**config.mk**
```make
export PLATFORM = sky130hd
export DESIGN_NAME = fetch_request_buffer_flat
export DESIGN_NICKNAME = d
export VERILOG_FILES = /design/src/rtl/fetch_request_buffer_if.sv /design/src/rtl/fetch_request_buffer.sv /design/src/flat_wrapper.sv
export SDC_FILE = /design/constraint.sdc
export NUM_CORES = 1
export LEC_CHECK = 0
export ABC_CLOCK_PERIOD_IN_PS = 6310
export CAP_MARGIN = 20
export CORE_AREA = 2 2 162 164
export CTS_CLUSTER_SIZE = 12
export DETAILED_ROUTE_END_ITERATION = 8
export DIE_AREA = 0 0 164 166
export PLACE_DENSITY = 0.8
export SETUP_SLACK_MARGIN = 0.3
export SLEW_MARGIN = 20
export SYNTH_ARGS = -nofsm -noshare
export SYNTH_HDL_FRONTEND = slang
export SYNTH_SLANG_ARGS = --single-unit
```
**constraint.sdc**
```tcl
create_clock -name clk -period 6.31 [get_ports clk]
set_clock_uncertainty 0.05 [all_clocks]
set_input_delay 1.5775 -clock clk [delete_from_list [all_inputs] [get_ports clk]]
set_output_delay 1.5775 -clock clk [all_outputs]
set_load 0.01 [all_outputs]
```
**src/rtl/fetch_request_buffer_if.sv**
```systemverilog
// Fetch front-end bus bundle: redirect, cache fetch request/response and decode handoff.
// slave is the fetch buffer side; master is the side driving the cache and decode stimulus.
interface fetch_request_buffer_if;
  logic        redirect;
  logic [31:0] redirect_pc;
  logic        sub_new_request;
  logic [31:0] sub_addr;
  logic        sub_ready;
  logic        sub_data_valid;
  logic [31:0] sub_data_out;
  logic        dec_valid;
  logic [31:0] dec_pc;
  logic [31:0] dec_instr;
  logic        dec_pop;
  logic        flush_pending;

  modport slave (
    input  redirect, redirect_pc, sub_ready, sub_data_valid, sub_data_out, dec_pop,
    output sub_new_request, sub_addr, dec_valid, dec_pc, dec_instr, flush_pending
  );

  modport master (
    output redirect, redirect_pc, sub_ready, sub_data_valid, sub_data_out, dec_pop,
    input  sub_new_request, sub_addr, dec_valid, dec_pc, dec_instr, flush_pending
  );
endinterface

```
**src/rtl/fetch_request_buffer.sv**
```systemverilog
// Sequential fetch address generator with in-order response pairing and a {pc, instr}
// buffer for decode; redirects drop stale cache responses without stalling the cache.
module fetch_request_buffer #(
  parameter int          DEPTH           = 4,
  parameter int          MAX_OUTSTANDING = 2,
  parameter logic [31:0] RESET_PC        = 32'h8000_0000
) (
  input logic                  clk,
  input logic                  rst,
  fetch_request_buffer_if.slave bus
);

  localparam int PW = $clog2(DEPTH);
  localparam int QW = (MAX_OUTSTANDING > 1) ? $clog2(MAX_OUTSTANDING) : 1;
  localparam int CW = $clog2(DEPTH + 1);
  localparam int OW = $clog2(MAX_OUTSTANDING + 1);
  localparam int SW = CW + 1;

  localparam logic [OW-1:0] MAX_O   = OW'(MAX_OUTSTANDING);
  localparam logic [SW-1:0] DEPTH_S = SW'(DEPTH);
  localparam logic [QW-1:0] Q_LAST  = QW'(MAX_OUTSTANDING - 1);

  logic [31:0]   pc_r;
  logic [OW-1:0] outstanding;
  logic [OW-1:0] discard_cnt;

  logic [31:0]   buf_pc    [DEPTH];
  logic [31:0]   buf_instr [DEPTH];
  logic [PW-1:0] wr_ptr;
  logic [PW-1:0] rd_ptr;
  logic [CW-1:0] count;

  logic [31:0]   pcq [MAX_OUTSTANDING];
  logic [QW-1:0] pcq_wr;
  logic [QW-1:0] pcq_rd;

  logic          pop;
  logic          rsp;
  logic          keep;
  logic          issue;
  logic [SW-1:0] credit_used;

  function automatic logic [QW-1:0] q_inc(input logic [QW-1:0] p);
    return (p == Q_LAST) ? '0 : p + QW'(1);
  endfunction

  // A same-cycle pop frees its slot immediately, so issue can refill it without a bubble.
  assign pop         = bus.dec_pop & (count != '0) & ~bus.redirect;
  assign rsp         = bus.sub_data_valid;
  assign keep        = rsp & (discard_cnt == '0) & ~bus.redirect;
  assign credit_used = SW'(outstanding) + SW'(count) - SW'(pop);
  assign issue       = ~rst & bus.sub_ready & ~bus.redirect &
                       (outstanding < MAX_O) & (credit_used < DEPTH_S);

  assign bus.sub_new_request = issue;
  assign bus.sub_addr        = pc_r;
  assign bus.dec_valid       = (count != '0);
  assign bus.dec_pc          = buf_pc[rd_ptr];
  assign bus.dec_instr       = buf_instr[rd_ptr];
  assign bus.flush_pending   = (discard_cnt != '0);

  always_ff @(posedge clk or posedge rst) begin
    if (rst) begin
      pc_r        <= RESET_PC;
      outstanding <= '0;
      discard_cnt <= '0;
      wr_ptr      <= '0;
      rd_ptr      <= '0;
      count       <= '0;
      pcq_wr      <= '0;
      pcq_rd      <= '0;
    end else if (bus.redirect) begin
      // Everything still owed by the cache becomes stale, minus a response landing now.
      pc_r        <= bus.redirect_pc & 32'hFFFF_FFFC;
      outstanding <= outstanding - OW'(rsp);
      discard_cnt <= outstanding - OW'(rsp);
      wr_ptr      <= '0;
      rd_ptr      <= '0;
      count       <= '0;
      pcq_wr      <= '0;
      pcq_rd      <= '0;
    end else begin
      if (issue) begin
        pc_r   <= pc_r + 32'd4;
        pcq_wr <= q_inc(pcq_wr);
      end
      if (keep) begin
        pcq_rd <= q_inc(pcq_rd);
        wr_ptr <= wr_ptr + PW'(1);
      end
      if (pop)
        rd_ptr <= rd_ptr + PW'(1);
      if (rsp && (discard_cnt != '0))
        discard_cnt <= discard_cnt - OW'(1);
      count       <= count + CW'(keep) - CW'(pop);
      outstanding <= outstanding + OW'(issue) - OW'(rsp);
    end
  end

  // Storage needs no reset; validity is carried entirely by the pointers and counts.
  always_ff @(posedge clk) begin
    if (issue)
      pcq[pcq_wr] <= pc_r;
    if (keep) begin
      buf_pc[wr_ptr]    <= pcq[pcq_rd];
      buf_instr[wr_ptr] <= bus.sub_data_out;
    end
  end

`ifndef SYNTHESIS
  a_rsp_without_request: assert property (@(posedge clk) disable iff (rst)
    !(bus.sub_data_valid && (outstanding == '0)));
  a_discard_le_outstanding: assert property (@(posedge clk) disable iff (rst)
    discard_cnt <= outstanding);
`endif

endmodule

```
**src/flat_wrapper.sv**
```systemverilog
// flat-port wrapper written by rule: the top's interface ports become plain ports
module fetch_request_buffer_flat 
#(
  parameter int          DEPTH           = 4,
  parameter int          MAX_OUTSTANDING = 2,
  parameter logic [31:0] RESET_PC        = 32'h8000_0000
)
  (clk, rst, bus_redirect, bus_redirect_pc, bus_sub_ready, bus_sub_data_valid, bus_sub_data_out, bus_dec_pop, bus_sub_new_request, bus_sub_addr, bus_dec_valid, bus_dec_pc, bus_dec_instr, bus_flush_pending);
  fetch_request_buffer_if bus_i ();
  input logic clk;
  input logic rst;
  input wire logic [$bits(bus_i.redirect)-1:0] bus_redirect;
  input wire logic [$bits(bus_i.redirect_pc)-1:0] bus_redirect_pc;
  input wire logic [$bits(bus_i.sub_ready)-1:0] bus_sub_ready;
  input wire logic [$bits(bus_i.sub_data_valid)-1:0] bus_sub_data_valid;
  input wire logic [$bits(bus_i.sub_data_out)-1:0] bus_sub_data_out;
  input wire logic [$bits(bus_i.dec_pop)-1:0] bus_dec_pop;
  output wire logic [$bits(bus_i.sub_new_request)-1:0] bus_sub_new_request;
  output wire logic [$bits(bus_i.sub_addr)-1:0] bus_sub_addr;
  output wire logic [$bits(bus_i.dec_valid)-1:0] bus_dec_valid;
  output wire logic [$bits(bus_i.dec_pc)-1:0] bus_dec_pc;
  output wire logic [$bits(bus_i.dec_instr)-1:0] bus_dec_instr;
  output wire logic [$bits(bus_i.flush_pending)-1:0] bus_flush_pending;
  assign bus_i.redirect = bus_redirect;
  assign bus_i.redirect_pc = bus_redirect_pc;
  assign bus_i.sub_ready = bus_sub_ready;
  assign bus_i.sub_data_valid = bus_sub_data_valid;
  assign bus_i.sub_data_out = bus_sub_data_out;
  assign bus_i.dec_pop = bus_dec_pop;
  assign bus_sub_new_request = bus_i.sub_new_request;
  assign bus_sub_addr = bus_i.sub_addr;
  assign bus_dec_valid = bus_i.dec_valid;
  assign bus_dec_pc = bus_i.dec_pc;
  assign bus_dec_instr = bus_i.dec_instr;
  assign bus_flush_pending = bus_i.flush_pending;
  fetch_request_buffer #(.DEPTH(DEPTH), .MAX_OUTSTANDING(MAX_OUTSTANDING), .RESET_PC(RESET_PC)) u_core (.clk(clk), .rst(rst), .bus(bus_i));
endmodule
```
==> out/metrics.yaml, run 1 <==
clocking:
  postCtsSetupBuffers: 0
  cts_buffers: 37
  cts.sinks: 351
  cts_buffer_depth: 3
  ctsHtreeMaxLevel: 2
  cts_resized: 0
  cts-root-buf: "clkbuf_16"
  clk_pin_slew_worst_paths_ps: 60
  cts_tree: "yes"
  hold_buffers: 0
  clock_latency_ps: 510
synthesis:
  yosysUniqueCellTypes: 51
  syn_area_per_cell_sq_um: 19.25
  syn_inst: 718
  seq_area_frac_synth: 0.7470
  synth_flop_cell: "edfxtp_1"
  synth_seq_cells: 351
  synth_edf_count: 308
  ys_warn_count: 0
  synthArstFlopShare: 0.1225
  syn_area_sq_um: 13820
place:
  place_congestion: 0.8005
  io_buffers: 162
  dpl.hpwl_um: 15590
  dp_slack_ps: 608.7
routing:
  vias_per_cell: 5.688
  drtPass1Iterations: 5
  drt_wl_total_um: 26270
  wl_per_cell_um: 20.88
  drc_errors: 0
  vias: 7155
  ant_nets: 0
  dr.first_iter.drc_count: 633
global_routing:
  grt_max_degree: 64
  antenna_found_initial: 0
  grt_pass1_vias: 7495
  grt_pass1_wl_um: 41250
  overflow: 0
  track_usage: 0.1979
worst_setup_path:
  cp_top_family: "buffers and inverters"
  cp_max_fo: 4
  cp.arrival_ps: 4090
  worstSetupPathType: "in2out"
  cp_slowest_cell: "clkdlybuf4s50_1"
  path_buf_inv: 4
  end_kind: "primary output"
  max_stage_delay_ps: 570
  cp_cell_sequence: "clkdlybuf4s50_1, nand2_1, nor2_1, ha_1, inv_1, ha_1, and3b_1, nor4_4, o21ai_0, inv_1, clkdlybuf4s50_1"
  worst_setup_path_start_kind: "input pin"
  cp.required_ps: 4680
timing:
  fin_crit_sh: 0.9064
  max-slew-margin-rel: 0.3195
  setup_slack_ps: 590.4
  finalCriticalPeriod_ps: 5720
  whs_ps: 501.8
  setup_violations: 0
  max_freq_mhz: 174.8
  worst_slew_pin_slew_ps: 1021
  grt_setup_unrepaired: "false"
  hold_viol: 0
  maxSlewViolCount: 0
  setup_tns_ps: 0
finish:
  drive_gt1_frac: 0.1809
  area_growth_pct: 22.36
  nNetsFinal: 986
  post-route-util: 0.6603
  diodes: 0
floorplan:
  rows: 59
  die_h_um: 166
  die_w_um: 164
  ioPinCount: 169
  core_sq_um: 25620
  design.die.area_sq_um: 27220
  start_util: 0.5396
pwr:
  power_density_nw_per_um2: 356.2
  p_total_mw: 6.025
  p_leak_nw: 5.561
  ir_drop_mv: 0.3413
outcome:
  status: "finished clean"
min_path:
  hp-class: "reg2reg"
flow_run:
  maxCapViolations: 0
==> registers in the layout, indices dropped and copies added (netlist names), 3 cells and up <==
signal and count:
u_core.pcq 60, u_core.count 3, u_core.buf_pc 120, u_core.buf_instr 128, u_core.bus.sub_addr 30
==> cell families (layout without fill, tap and decap cells) <==
group / after synthesis / in the layout / synth area share
and+or+nand+nor: 108 / 108 / 0.04209
muxes: 94 / 94 / 0.1270
other: 1 / 4 / 0.0002713
AOI/OAI and AO/OA: 69 / 69 / 0.03657
adders and majority gates: 16 / 16 / 0.01503
buffers and inverters: 55 / 257 / 0.01684
DFF: 351 / 351 / 0.7470
xor gates and xnor gates: 24 / 24 / 0.01521
==> cell usage in the layout (no fill, tap or decap), drive strengths merged, types with 5 or more instances in the layout <==
master / Yosys / final
o211ai: 5 / 5
clkdlybuf4s50: 0 / 161
buf: 16 / 11
dfrtp: 42 / 42
mux4: 62 / 62
and3: 7 / 7
or3: 8 / 8
nor2: 29 / 29
xor2: 13 / 13
inv: 22 / 23
mux2: 31 / 31
a31oi: 12 / 12
clkbuf: 16 / 51
and2: 6 / 6
and4: 5 / 5
xnor2: 11 / 11
o21ai: 24 / 24
o2111ai: 9 / 9
ha: 15 / 15
nand2: 23 / 23
clkinv: 1 / 11
nand3: 11 / 11
edfxtp: 308 / 308
==> per-layer routing <==
metal	track usage	wire length (um)	vias to the layer above
met4	0.05721	591	0
li1	-	-	3227
met5	0	0	-
met1	0.2735	11100	3644
met3	0.04870	1820	52
met2	0.3166	12760	232
==> through the flow <==
stage	instance area, sq um	std cells
CTS	16910	1258
finish	16910	1258
floorplan	13830	721
global route	16910	1258
detailed placement	15820	1196
global placement	15820	1196
==> Yosys cell counts (2+ instances only) <==
master       n  share of area
xor2_1      13         0.0082
and3_1       7         0.0032
o21a_1       2         0.0011
nand2_1     23         0.0062
and2_1       6         0.0027
mux4_2      62           0.10
buf_4        5         0.0027
edfxtp_1   308           0.67
o21ai_0     24         0.0087
o2111ai_2    2         0.0022
ha_1        15          0.014
a211o_1      2         0.0013
nor3_1       3         0.0011
o211ai_1     5         0.0027
or4_1        4         0.0022
clkbuf_1    16         0.0043
a31oi_1     12         0.0054
xnor2_1     11         0.0070
nand4_1      2        0.00090
nand3_1     11         0.0040
o2111ai_4    2         0.0038
a22o_1       2         0.0013
nor2b_1      4         0.0018
buf_1       10         0.0027
o2111ai_1    5         0.0032
mux2_2      31          0.025
a21oi_1      4         0.0014
nor2_1      29         0.0079
o31ai_1      4         0.0022
and4_1       4         0.0025
or3_1        8         0.0036
dfrtp_1     42          0.076
inv_1       22         0.0060
==> path summary, 6_finish.rpt <==
path | startpoint | endpoint | slack [ps] | depth (start not counted)
min in group asynchronous | rst | u_core.bus.sub_addr[2] | 1560 | 3
setup reg to reg | u_core.count[2] | u_core.pcq[0][5] | 3110 | 13
hold reg to reg | u_core.bus.sub_addr[31] | u_core.pcq[0][31] | 500 | 0
setup / recovery | bus_dec_pop | bus_sub_new_request | 590 | 11
max in group asynchronous | rst | u_core.rd_ptr[1] | 4220 | 3
hold / removal | u_core.bus.sub_addr[31] | u_core.pcq[0][31] | 500 | 0
==> power breakdown <==
part           internal (mW)  switching [mW]  total [mW]
clock network           1.15           0.810        1.96
registers               2.68           0.159        2.83
logic                  0.690           0.545        1.23
==> final cells by class <==
class | count | area [sq um]
clock buffers | 51 | 1041
clock inverters | 11 | 51.30
fillers | 1724 | 8702
inverters | 23 | 86.33
multi-input cells | 315 | 3291
flip-flops and latches | 351 | 10330
well taps | 335 | 419.2
repair buffers | 172 | 1692
==> worst reg2reg max path, delay by kind of cell, from the launching register on <==
family | cells | cell delay, ps
and+or+nand+nor | 6 | 1050
adders and majority gates | 2 | 420
DFF | 1 | 400
AOI/OAI and AO/OA | 1 | 160
buffers and inverters | 4 | 770
(Power assumes the default switching activity.)
==> inputs of run 2 (changes only) <==
--- a/config.mk
+++ b/config.mk
@@ -11,7 +11,7 @@
 export CTS_CLUSTER_SIZE = 12
 export DETAILED_ROUTE_END_ITERATION = 8
 export DIE_AREA = 0 0 164 166
-export PLACE_DENSITY = 0.8
+export PLACE_DENSITY = 0.87
 export SETUP_SLACK_MARGIN = 0.3
 export SLEW_MARGIN = 20
 export SYNTH_ARGS = -nofsm -noshare
==> constraint.sdc (replaced) <==
create_clock -name clk -period 6.31 [get_ports clk]
set_clock_uncertainty 0.05 [all_clocks]
set_input_delay 1.5775 -clock clk [delete_from_list [all_inputs] [get_ports clk]]
set_output_delay 1.5775 -clock clk [all_outputs]
set_load 0.005 [all_outputs]
==> run 2 against run 1 <==
Net effect: flip-flop and latch count did not move; wire length increased by 1.6%; combinational power hardly changed; fmax down 1.2%; final cell count hardly changed; sequential share of layout area fell by 0.21 points; first-iteration DRC count down 12%; utilization is 0.21 points higher; critical path depth unchanged; largest power group unchanged.
==> out/metrics.yaml, run 2 (synthesis gave the netlist of run 1 again) <==
timing:
  finalCriticalPeriod_ps: 5792  # +72.27 ps
  fin_crit_sh: 0.9179  # +0.01145
  hold_viol: 0  # unchanged
  setup_tns_ps: 0  # unchanged
  max_freq_mhz: 172.7  # -1.2%
  max-slew-margin-rel: 0.3263  # +0.006758
  worst_slew_pin_slew_ps: 1011  # -10.14 ps
  grt_setup_unrepaired: "false"
  setup_violations: 0  # unchanged
  maxSlewViolCount: 0  # unchanged
worst_setup_path:
  worstSetupPathType: "in2out"
  worst_setup_path_start_kind: "input pin"
  cp.required_ps: 4680  # about the same
  end_kind: "primary output"
  max_stage_delay_ps: 530  # -40 ps
  reg2regPathDepth: 13  # unchanged
  cp_slowest_cell: "clkdlybuf4s50_1"
  cp.arrival_ps: 4160  # +70 ps
  cp_cell_sequence: "clkdlybuf4s50_1, nand2_1, nor2_1, ha_1, inv_1, ha_1, and3b_1, nor4_4, o21ai_2, inv_1, clkdlybuf4s50_1"
  cp_max_fo: 4  # unchanged
finish:
  layout_common_cells: "edfxtp_1 (308), clkdlybuf4s50_1 (162), mux4_2 (62), dfrtp_1 (40), clkbuf_16 (38)"
  top_regs: "u_core.buf_instr x128, u_core.buf_pc x120, u_core.pcq x60"
  largest_reg_flops: 128  # unchanged
  drive_gt1_frac: 0.1818  # +0.0008864
  diodes: 0  # unchanged
  mostFrequentLayoutCell: "edfxtp_1"
  area_growth_pct: 22.76
  instances_no_fill: 1259  # +0.079%
  regMostFlops: "u_core.buf_instr"
  nNetsFinal: 986  # unchanged
  n_fill_cell: 1671  # -3.1%
clocking:
  cts_buffers: 37  # unchanged
  cts-root-buf: "clkbuf_16"
  clk_pin_slew_worst_paths_ps: 60  # about the same
  cts_tree: "yes"
  clock_latency_ps: 530  # +20 ps
  cts.sinks: 351  # unchanged
  cts_buffer_depth: 3  # unchanged
  ctsHtreeMaxLevel: 2  # unchanged
global_routing:
  grt_pass1_wl_um: 42190  # +2.3%
  antenna_found_initial: 0  # unchanged
  grt_pass1_vias: 7472  # -0.31%
  overflow: 0  # unchanged
  grt_max_degree: 63  # -1.6%
  track_usage: 0.2036  # +0.005772
place:
  io_buffers: 162  # unchanged
  dpl.hpwl_um: 15920  # +2.1%
  place_congestion: 0.8558  # +6.9%
  dp_cells: 1196  # unchanged
min_path:
  holdPathStages: 0  # unchanged
  hp-class: "reg2reg"
pwr:
  p_total_mw: 6.063  # +0.62%
  comb_power_share: 0.198  # -0.007
  ir_drop_mv: 0.2312  # -32%
  p_clk_frac: 0.337  # +0.012
  switching_share: 0.2463  # -0.004976
  power_density_nw_per_um2: 357.3  # +0.29%
  p_leak_nw: 5.580  # +0.34%
  seq_power_share: 0.465  # -0.005
  power_switching_mw: 1.493  # -1.4%
  p_int_mw: 4.569  # +1.3%
routing:
  wl_per_cell_um: 21.21  # +1.5%
  drt_wl_total_um: 26700  # +1.6%
  dr.first_iter.drc_count: 559  # -12%
  drtPass1Iterations: 5  # unchanged
  ant_nets: 0  # unchanged
  vias_per_cell: 5.711  # +0.41%
  vias: 7190  # +0.49%
  drc_errors: 0  # unchanged
floorplan:
  design.die.area_sq_um: 27220  # unchanged
  core_sq_um: 25620  # unchanged
  ioPinCount: 169  # unchanged
  rows: 59  # unchanged
  start_util: 0.5396  # unchanged
  die_h_um: 166  # unchanged
  die_w_um: 164  # unchanged
flow_run:
  maxCapViolations: 0  # unchanged
outcome:
  status: "finished clean"
## run 2: changes by cell type in the layout (fill, tap and decap cells not counted), moves of 2 or more
| cell | delta |
|---|---|
| clkinv_8 | +2 |
| clkbuf_1 | +4 |
| clkinv_1 | -4 |
| bufinv_16 | +2 |
## run 2: per-layer routing
metal / share of wire / up-vias / wire [um] / GRT usage
li1: - / 3231 / - / -
met1: 0.42 / 3642 / 11270 / 0.2775
met2: 0.49 / 255 / 13060 / 0.3356
met3: 0.061 / 62 / 1618 / 0.03821
met4: 0.028 / 0 / 747 / 0.06560
met5: 0 / - / 0 / 0
## run 2: power groups by stage
stage	sequential, mW	clock (mW)	combinational [mW]
after floorplan	2.77	0	0.734
after global placement	2.86	0	1.18
after detailed placement	2.87	0	1.21
after CTS	2.82	2.08	1.22
after global routing	2.84	2.17	1.31
final	2.82	2.04	1.20
## run 2: layout make-up
type	instances	area (sq um)	share of cell area
Clock buffer	53	1017	0.05995
Multi-Input combinational cell	315	3294	0.1941
Tap cell	335	419.2	0.02470
Sequential cell	351	10330	0.6088
Clock inverter	10	123.9	0.007300
Inverter	23	86.33	0.005088
Timing Repair Buffer	172	1697	0.09999
## run 2: path summary, 6_finish.rpt
path,start,endpoint,slack [ps]
worst max register to register,u_core.count[2],u_core.bus.sub_addr[30],3000
max in group asynchronous,rst,u_core.rd_ptr[0],4220
worst min register to register,u_core.bus.sub_addr[31],u_core.pcq[0][31],500
worst min-delay path,u_core.bus.sub_addr[31],u_core.pcq[0][31],500
worst max-delay path,bus_dec_pop,bus_sub_new_request,520
min in group asynchronous,rst,u_core.pcq_wr,1540
## run 2: per-stage QoR
step	util	instance area [sq um]	setup slack, ps	hold slack (ps)
floorplan	-	13830	754.3	466.0
global placement	0.6177	15820	319.9	489.0
finish	0.6624	16970	518.1	501.5
global route	0.6624	16970	340.2	505.8
detailed placement	0.6177	15820	205.7	486.4
CTS	0.6623	16970	418.9	493.1
## run 2: what timing repair did
action                     in CTS  in global routing
buffers inserted                0                  0
hold buffers                    0                  0
setup endpoints to repair       1                  1
gates resized for setup         1                  1
## run 2: critical path: cells and delay by family
family | cells | cell delay (ps)
buf+inv | 4 | 1240
simple gates | 4 | 760
compound gates | 1 | 160
fa+ha+maj | 2 | 430
==> inputs of run 3 (changes only) <==
--- a/config.mk
+++ b/config.mk
@@ -5,13 +5,14 @@
 export SDC_FILE = /design/constraint.sdc
 export NUM_CORES = 1
 export LEC_CHECK = 0
-export ABC_CLOCK_PERIOD_IN_PS = 6310
+export ABC_CLOCK_PERIOD_IN_PS = 5000
 export CAP_MARGIN = 20
-export CORE_AREA = 2 2 162 164
+export CORE_AREA = 2 2 170 172
 export CTS_CLUSTER_SIZE = 12
 export DETAILED_ROUTE_END_ITERATION = 8
-export DIE_AREA = 0 0 164 166
-export PLACE_DENSITY = 0.87
+export DIE_AREA = 0 0 172 174
+export GPL_TIMING_DRIVEN = 0
+export PLACE_DENSITY = 0.75
 export SETUP_SLACK_MARGIN = 0.3
 export SLEW_MARGIN = 20
 export SYNTH_ARGS = -nofsm -noshare
==> constraint.sdc (replaced) <==
create_clock -name clk -period 5 [get_ports clk]
set_clock_uncertainty 0.05 [all_clocks]
set_input_delay 1.25 -clock clk [delete_from_list [all_inputs] [get_ports clk]]
set_output_delay 1.25 -clock clk [all_outputs]
set_load 0.005 [all_outputs]
==> run 3 against run 2 <==
Net effect: setup slack improved by 12 ps; highest routed layer unchanged; largest power group unchanged; non-clock buffer count increased by 32; largest cell class unchanged; cell area increased by 2.0%.
==> out/metrics.yaml, run 3 (synthesis gave the netlist of run 1 again) <==
worst_setup_path:
  rrSetupSlack_ps: 1530  # -1470 ps
  worst_setup_path_start_kind: "input pin"
  worstSetupPathType: "in2out"
  cp_cell_sequence: "buf_6, clkbuf_8, clkbuf_8, nor2_4, ha_1, inv_1, ha_1, and3b_2, o211a_4, o21ai_4, inv_2, dlymetal6s2s_1"
  path_buf_inv: 6  # +2
  reg2reg_from: "u_core.count[2]"
  cp_top_family: "buffers and inverters"
  cp_max_fo: 10  # +6
  rr_endpoint: "u_core.bus.sub_addr[30]"
  cp.arrival_ps: 3170  # -990 ps
  reg2regPathDepth: 14  # +1
  worst-path-stages: 12  # +1
  cp.required_ps: 3700  # -980 ps
  max_stage_delay_ps: 300  # -230 ps
  cp_slowest_cell: "o211a_4"
  end_kind: "primary output"
min_path:
  holdPathStages: 2  # +2
  hp-class: "reg2reg"
  whs_endpoint: "u_core.discard_cnt[1]"
  hp-start: "u_core.discard_cnt[1]"
floorplan:
  design.die.area_sq_um: 29930  # +9.9%
  start_util: 0.4895  # -0.05009
  core_sq_um: 28240  # +10%
  die_w_um: 172  # +4.9%
  ioPinCount: 169  # unchanged
  die_h_um: 174  # +4.8%
  rows: 62  # +5.1%
finish:
  drive_gt1_frac: 0.1899  # +0.008108
  multi_input_area_sq_um: 3328  # +1.0%
  top_regs: "u_core.buf_instr x128, u_core.buf_pc x120, u_core.pcq x60"
  diodes: 0  # unchanged
  mostFrequentLayoutCell: "edfxtp_1"
  fin_area_sq_um: 17300  # +2.0%
  regArea_sq_um: 10330  # about the same
  nNetsFinal: 1018  # +3.2%
  n_fill_cell: 2057  # +23%
  regMostFlops: "u_core.buf_instr"
  largest_reg_flops: 128  # unchanged
  area_growth_pct: 25.17
  layout_common_cells: "edfxtp_1 (308), clkdlybuf4s50_1 (159), mux4_2 (62), dfrtp_1 (42), clkbuf_16 (37)"
routing:
  vias: 7331  # +2.0%
  drc_errors: 0  # unchanged
  ant_nets: 0  # unchanged
  drt_wl_total_um: 27020  # +1.2%
  wl_per_cell_um: 20.21  # -4.7%
  dr.first_iter.drc_count: 658  # +18%
  vias_per_cell: 5.483  # -4.0%
  drtPass1Iterations: 7  # +2
clocking:
  clock_latency_ps: 510  # -20 ps
  cts-root-buf: "clkbuf_16"
  cts.sinks: 351  # unchanged
  ctsHtreeMaxLevel: 2  # unchanged
  cts_buffers: 37  # unchanged
  hold_buffers: 0  # unchanged
  cts_tree: "yes"
  clk_pin_slew_worst_paths_ps: 60  # about the same
  cts_buffer_depth: 3  # unchanged
place:
  place_area_sq_um: 16140  # +2.0%
  dp_slack_ps: -665.2  # -870.9 ps
  io_buffers: 161  # -0.62%
  place_congestion: 0.7917  # -7.5%
  dpl.hpwl_um: 16960  # +6.5%
global_routing:
  track_usage: 0.1850  # -0.01869
  grt_pass1_vias: 7434  # -0.51%
  grt_pass1_wl_um: 41880  # -0.72%
  antenna_found_initial: 0  # unchanged
  grt_max_degree: 48  # -24%
  overflow: 0  # unchanged
timing:
  setup_tns_ps: 0  # unchanged
  max-slew-margin-rel: 0.3936  # +0.06738
  maxSlewViolCount: 0  # unchanged
  fin_crit_sh: 0.8940
  grt_setup_unrepaired: "false"
  worst_slew_pin_slew_ps: 909.5  # -101.1 ps
  max_freq_mhz: 223.7
  setup_slack_ps: 529.8  # +11.67 ps
  finalCriticalPeriod_ps: 4470
  setup_violations: 0  # unchanged
  hold_viol: 0  # unchanged
pwr:
  ir_drop_mv: 0.2553  # +10%
  p_leak_nw: 5.693  # +2.0%
  power_density_nw_per_um2: 439.1  # +23%
  p_total_mw: 7.598  # +25%
flow_run:
  maxCapViolations: 0  # unchanged
outcome:
  status: "finished clean"
==> run 3: layer usage <==
metal | vias to the layer above | track usage | wire (um)
li1 | 3306 | - | -
met1 | 3722 | 0.2689 | 11990
met2 | 259 | 0.2917 | 12930
met3 | 44 | 0.03370 | 1587
met4 | 0 | 0.04902 | 512
met5 | - | 0 | 0
==> run 3: stage by stage <==
step | instances | util | hold WS, ps
floorplan | 721 | - | 465.6
global placement | 1266 | 0.5644 | 492.6
detailed placement | 1273 | 0.5717 | 490.4
CTS | 1336 | 0.6122 | 509.8
global route | 1337 | 0.6128 | 531.2
finish | 1337 | 0.6128 | 510.4
==> run 3: timing repair <==
action                     in CTS  in global routing
cloned                          0                  0
resized for setup              12                  3
setup endpoints to repair      47                  1
pin swaps                       3                  1
buffers inserted                3                  1
==> run 3: worst max path at each step <==
stage                                     end  slack, ps        startpoint
after floorplan           bus_sub_new_request        330      bus_redirect
after global placement    bus_sub_new_request       -570       bus_dec_pop
after detailed placement  bus_sub_new_request       -670       bus_dec_pop
after CTS                 bus_sub_new_request        200      bus_redirect
after global routing           bus_dec_pc[16]        440  u_core.rd_ptr[0]
final                     bus_sub_new_request        530      bus_redirect
==> run 3: power breakdown <==
| group | internal, mW | switching, mW |
|---|---|---|
| sequential | 3.37 | 0.0963 |
| combinational | 0.903 | 0.755 |
| clock | 1.44 | 1.03 |
| total | 5.71 | 1.89 |
==> run 3: worst min-delay path, stage by stage (launching register included) <==
cell,delay (ps)
dfrtp_1,350
a211oi_1,70
a21oi_1,100
==> run 3: cell type report <==
cell class              instances  share of cell area
plain buffers                  32             0.01005
clock buffers                  54             0.06009
clock inverters                 6            0.002314
inverters                      23            0.004990
multi-input cells             315              0.1923
flip-flops and latches        351              0.5968
well taps                     384             0.02777
repair buffers                172              0.1056
==> patch, RTL diff (flow settings as in run 3) <==
`MAX_OUTSTANDING` is set to 2 in 2 places; all go to 4.
--- a/src/rtl/fetch_request_buffer.sv
+++ b/src/rtl/fetch_request_buffer.sv
@@ -3,5 +3,5 @@
 module fetch_request_buffer #(
   parameter int          DEPTH           = 4,
-  parameter int          MAX_OUTSTANDING = 2,
+  parameter int          MAX_OUTSTANDING = 4,
   parameter logic [31:0] RESET_PC        = 32'h8000_0000
 ) (
--- a/src/flat_wrapper.sv
+++ b/src/flat_wrapper.sv
@@ -3,5 +3,5 @@
 #(
   parameter int          DEPTH           = 4,
-  parameter int          MAX_OUTSTANDING = 2,
+  parameter int          MAX_OUTSTANDING = 4,
   parameter logic [31:0] RESET_PC        = 32'h8000_0000
 )
Behaviour: not the same (a bounded check fails within 4 cycles, from zero or initial values and one cycle with rst high).
==> patch against run 3 <==
Total power increased by 15%; critical path depth fell by 1; design area rose by 16%; clock power rose by 12%; wire length rose by 19%; maximum frequency down 3.1%; via count is 14% higher; utilization is 9.8 points higher; sequential share of layout area is 1.3 points higher; setup slack lost 0.14 ns; sequential cell count up 64; area after synthesis rose by 18%.
==> patch: results (changes against run 3) <==
CTS buffer count -> 42 (+14%)
CP Max Fanout -> 2 (-8)
Top flop regs -> u_core.buf_instr x128, u_core.buf_pc x120, u_core.pcq x120
Antenna violations before repair -> 0 (unchanged)
Port Buffers -> 162 (+0.62%)
Largest cells by area after synthesis -> edfxtp_1 68%, mux4_2 13%, dfrtp_1 7.0%, ha_1 1.8%, xor2_1 1.3%
Lkg Pwr -> 6.67 nW (+17%)
First-pass GRT wire length -> 49300 µm (+18%)
Drt pass-1 iters -> 7 (unchanged)
Post-DP Area -> 0.0187 mm² (+16%)
Cells after DPL -> 1369 (+7.5%)
Routability cong. -> 0.853 (+7.7%)
Distinct cell type count after synthesis -> 56 (+9.8%)
Worst EP arrival -> 3.31 ns (+0.14 ns)
Post-synth EDFFs -> 368 (+19%)
Warning count from the yosys run -> 0 (unchanged)
Root buffer cell -> clkbuf_16
Asr flop ratio synth -> 11.3% (-0.93 points)
Global Route met1 Usage -> 31.2% (+4.3 points)
CTS max path bufs -> 3 (unchanged)
Worst-Margin Slew -> 0.981 ns (+0.0719 ns)
Final wirelength -> 32200 µm (+19%)
Met2 Use GR -> 35.8% (+6.6 points)
Status -> finished, final reports clean
Clk Latency, worst-skew pair -> 0.53 ns (+0.02 ns)
Largest net degree at the start of global routing -> 38 (-21%)
Total number of vias -> 8392 (+14%)
Clk slew on worst S/H paths -> 0.05 ns
Layout Nets -> 1135 (+11%)
Ratio of cells with drive above 1 in the final layout -> 20.2% (+1.2 points)
Worst VDD drop -> 0.000232 V (-9.1%)
# diodes -> 0 (unchanged)
Seq/Total Area, Yosys -> 74.7% (about the same)
Min-Delay Path Class -> flop to flop
DP HPWL -> 20900 µm (+23%)
Syn Inst Count -> 811 (+13%)
GRT Total Usage -> 22.1% (+3.6 points)
Met3 Use GR -> 3.85% (+0.48 points)
Commonest cells in the synthesized netlist -> 368 x edfxtp_1, 92 x mux4_2, 46 x dfrtp_1
H-tree levels -> 2 (unchanged)
Vias in the first global route -> 8544 (+15%)
Main synth FF type -> edfxtp_1
Initial DRC count -> 832 (+26%)
Routed len/inst -> 22.2 µm (+10%)
[patch: cell types whose count changed in the layout (fill, tap and decap cells not counted), moves of 8 or more]
cell / delta
a31oi_1: -10
mux4_2: +30
edfxtp_1: +60
buf_2: +11
xor2_1: +12
nor2_1: -9
mux2_2: -29
clkbuf_16: +8
nand2_1: +11
[patch: layer usage]
layer / wire length, µm / up-vias
met5: 0 / -
met4: 840 / 0
met3: 2000 / 61
met2: 15800 / 298
met1: 13500 / 4302
li1: - / 3731
[patch: cell families (layout without fill, tap and decap cells)]
family,Yosys count,in the layout,synth area share [%]
muxes,97,97,13.0
buffers and inverters,63,311,1.76
DFF,415,415,74.7
adders and majority gates,25,25,2.00
AOI/OAI and AO/OA,64,64,2.68
other,1,4,0.0229
xor gates and xnor gates,33,33,1.77
and+or+nand+nor,113,113,4.04
[patch: final timing paths]
check                      cells after the start                                 from  slack, ns                             endpoint
max in group asynchronous                      3                                  rst       3.14  u_core.bus.sub_addr[31]$_DFFE_PP1N_
min in group asynchronous                      2                                  rst       1.15  u_core.bus.sub_addr[16]$_DFFE_PP0N_
max reg2reg                                   19            u_core.count[1]$_DFF_PP0_       1.15      u_core.outstanding[2]$_DFF_PP0_
min                                            2  u_core.bus.sub_addr[31]$_DFFE_PP1N_       0.52  u_core.bus.sub_addr[31]$_DFFE_PP1N_
min reg2reg                                    2  u_core.bus.sub_addr[31]$_DFFE_PP1N_       0.52  u_core.bus.sub_addr[31]$_DFFE_PP1N_
max                                           11                          bus_dec_pop       0.39                  bus_sub_new_request
[patch: power by group]
part	internal [mW]	leakage, nW	total [mW]	switching (mW)
Sequential	3.98	3.90	4.09	0.114
Combinational	1.00	2.19	1.88	0.874
Clock	1.58	0.578	2.76	1.18
Total	6.57	6.67	8.73	2.16
[patch: worst max-delay path: stages]
cell,delay [ns]
clkdlybuf4s50_1,0.53
nand2_2,0.10
nor2_4,0.13
ha_4,0.13
inv_1,0.04
ha_1,0.26
and3b_2,0.23
o211a_4,0.27
o21ai_4,0.16
clkinv_4,0.09
buf_6,0.12
[patch: cell type report]
class                   instances  area [µm²]
well taps                     384         480
multi-input cells             336        3910
fillers                      1729        8180
clock buffers                  60        1150
inverters                      25        98.8
repair buffers                182        1930
plain buffers                  38         238
clock inverters                 6        33.8
flip-flops and latches        415       12200
[patch: per-stage QoR]
stage / utilization (%) / setup WS, ns
after detailed placement: 66.3 / -1.32
after global routing: 71.0 / 0.301
after CTS: 70.8 / 0.315
after global placement: 65.4 / -1.33
after floorplan: - / 0.367
final: 71.0 / 0.385
[patch: repair_timing]
action,4_1_cts,5_1_grt
gates resized for setup,22,5
pin swaps,4,3
setup endpoints to repair,123,1
buffers inserted,5,6
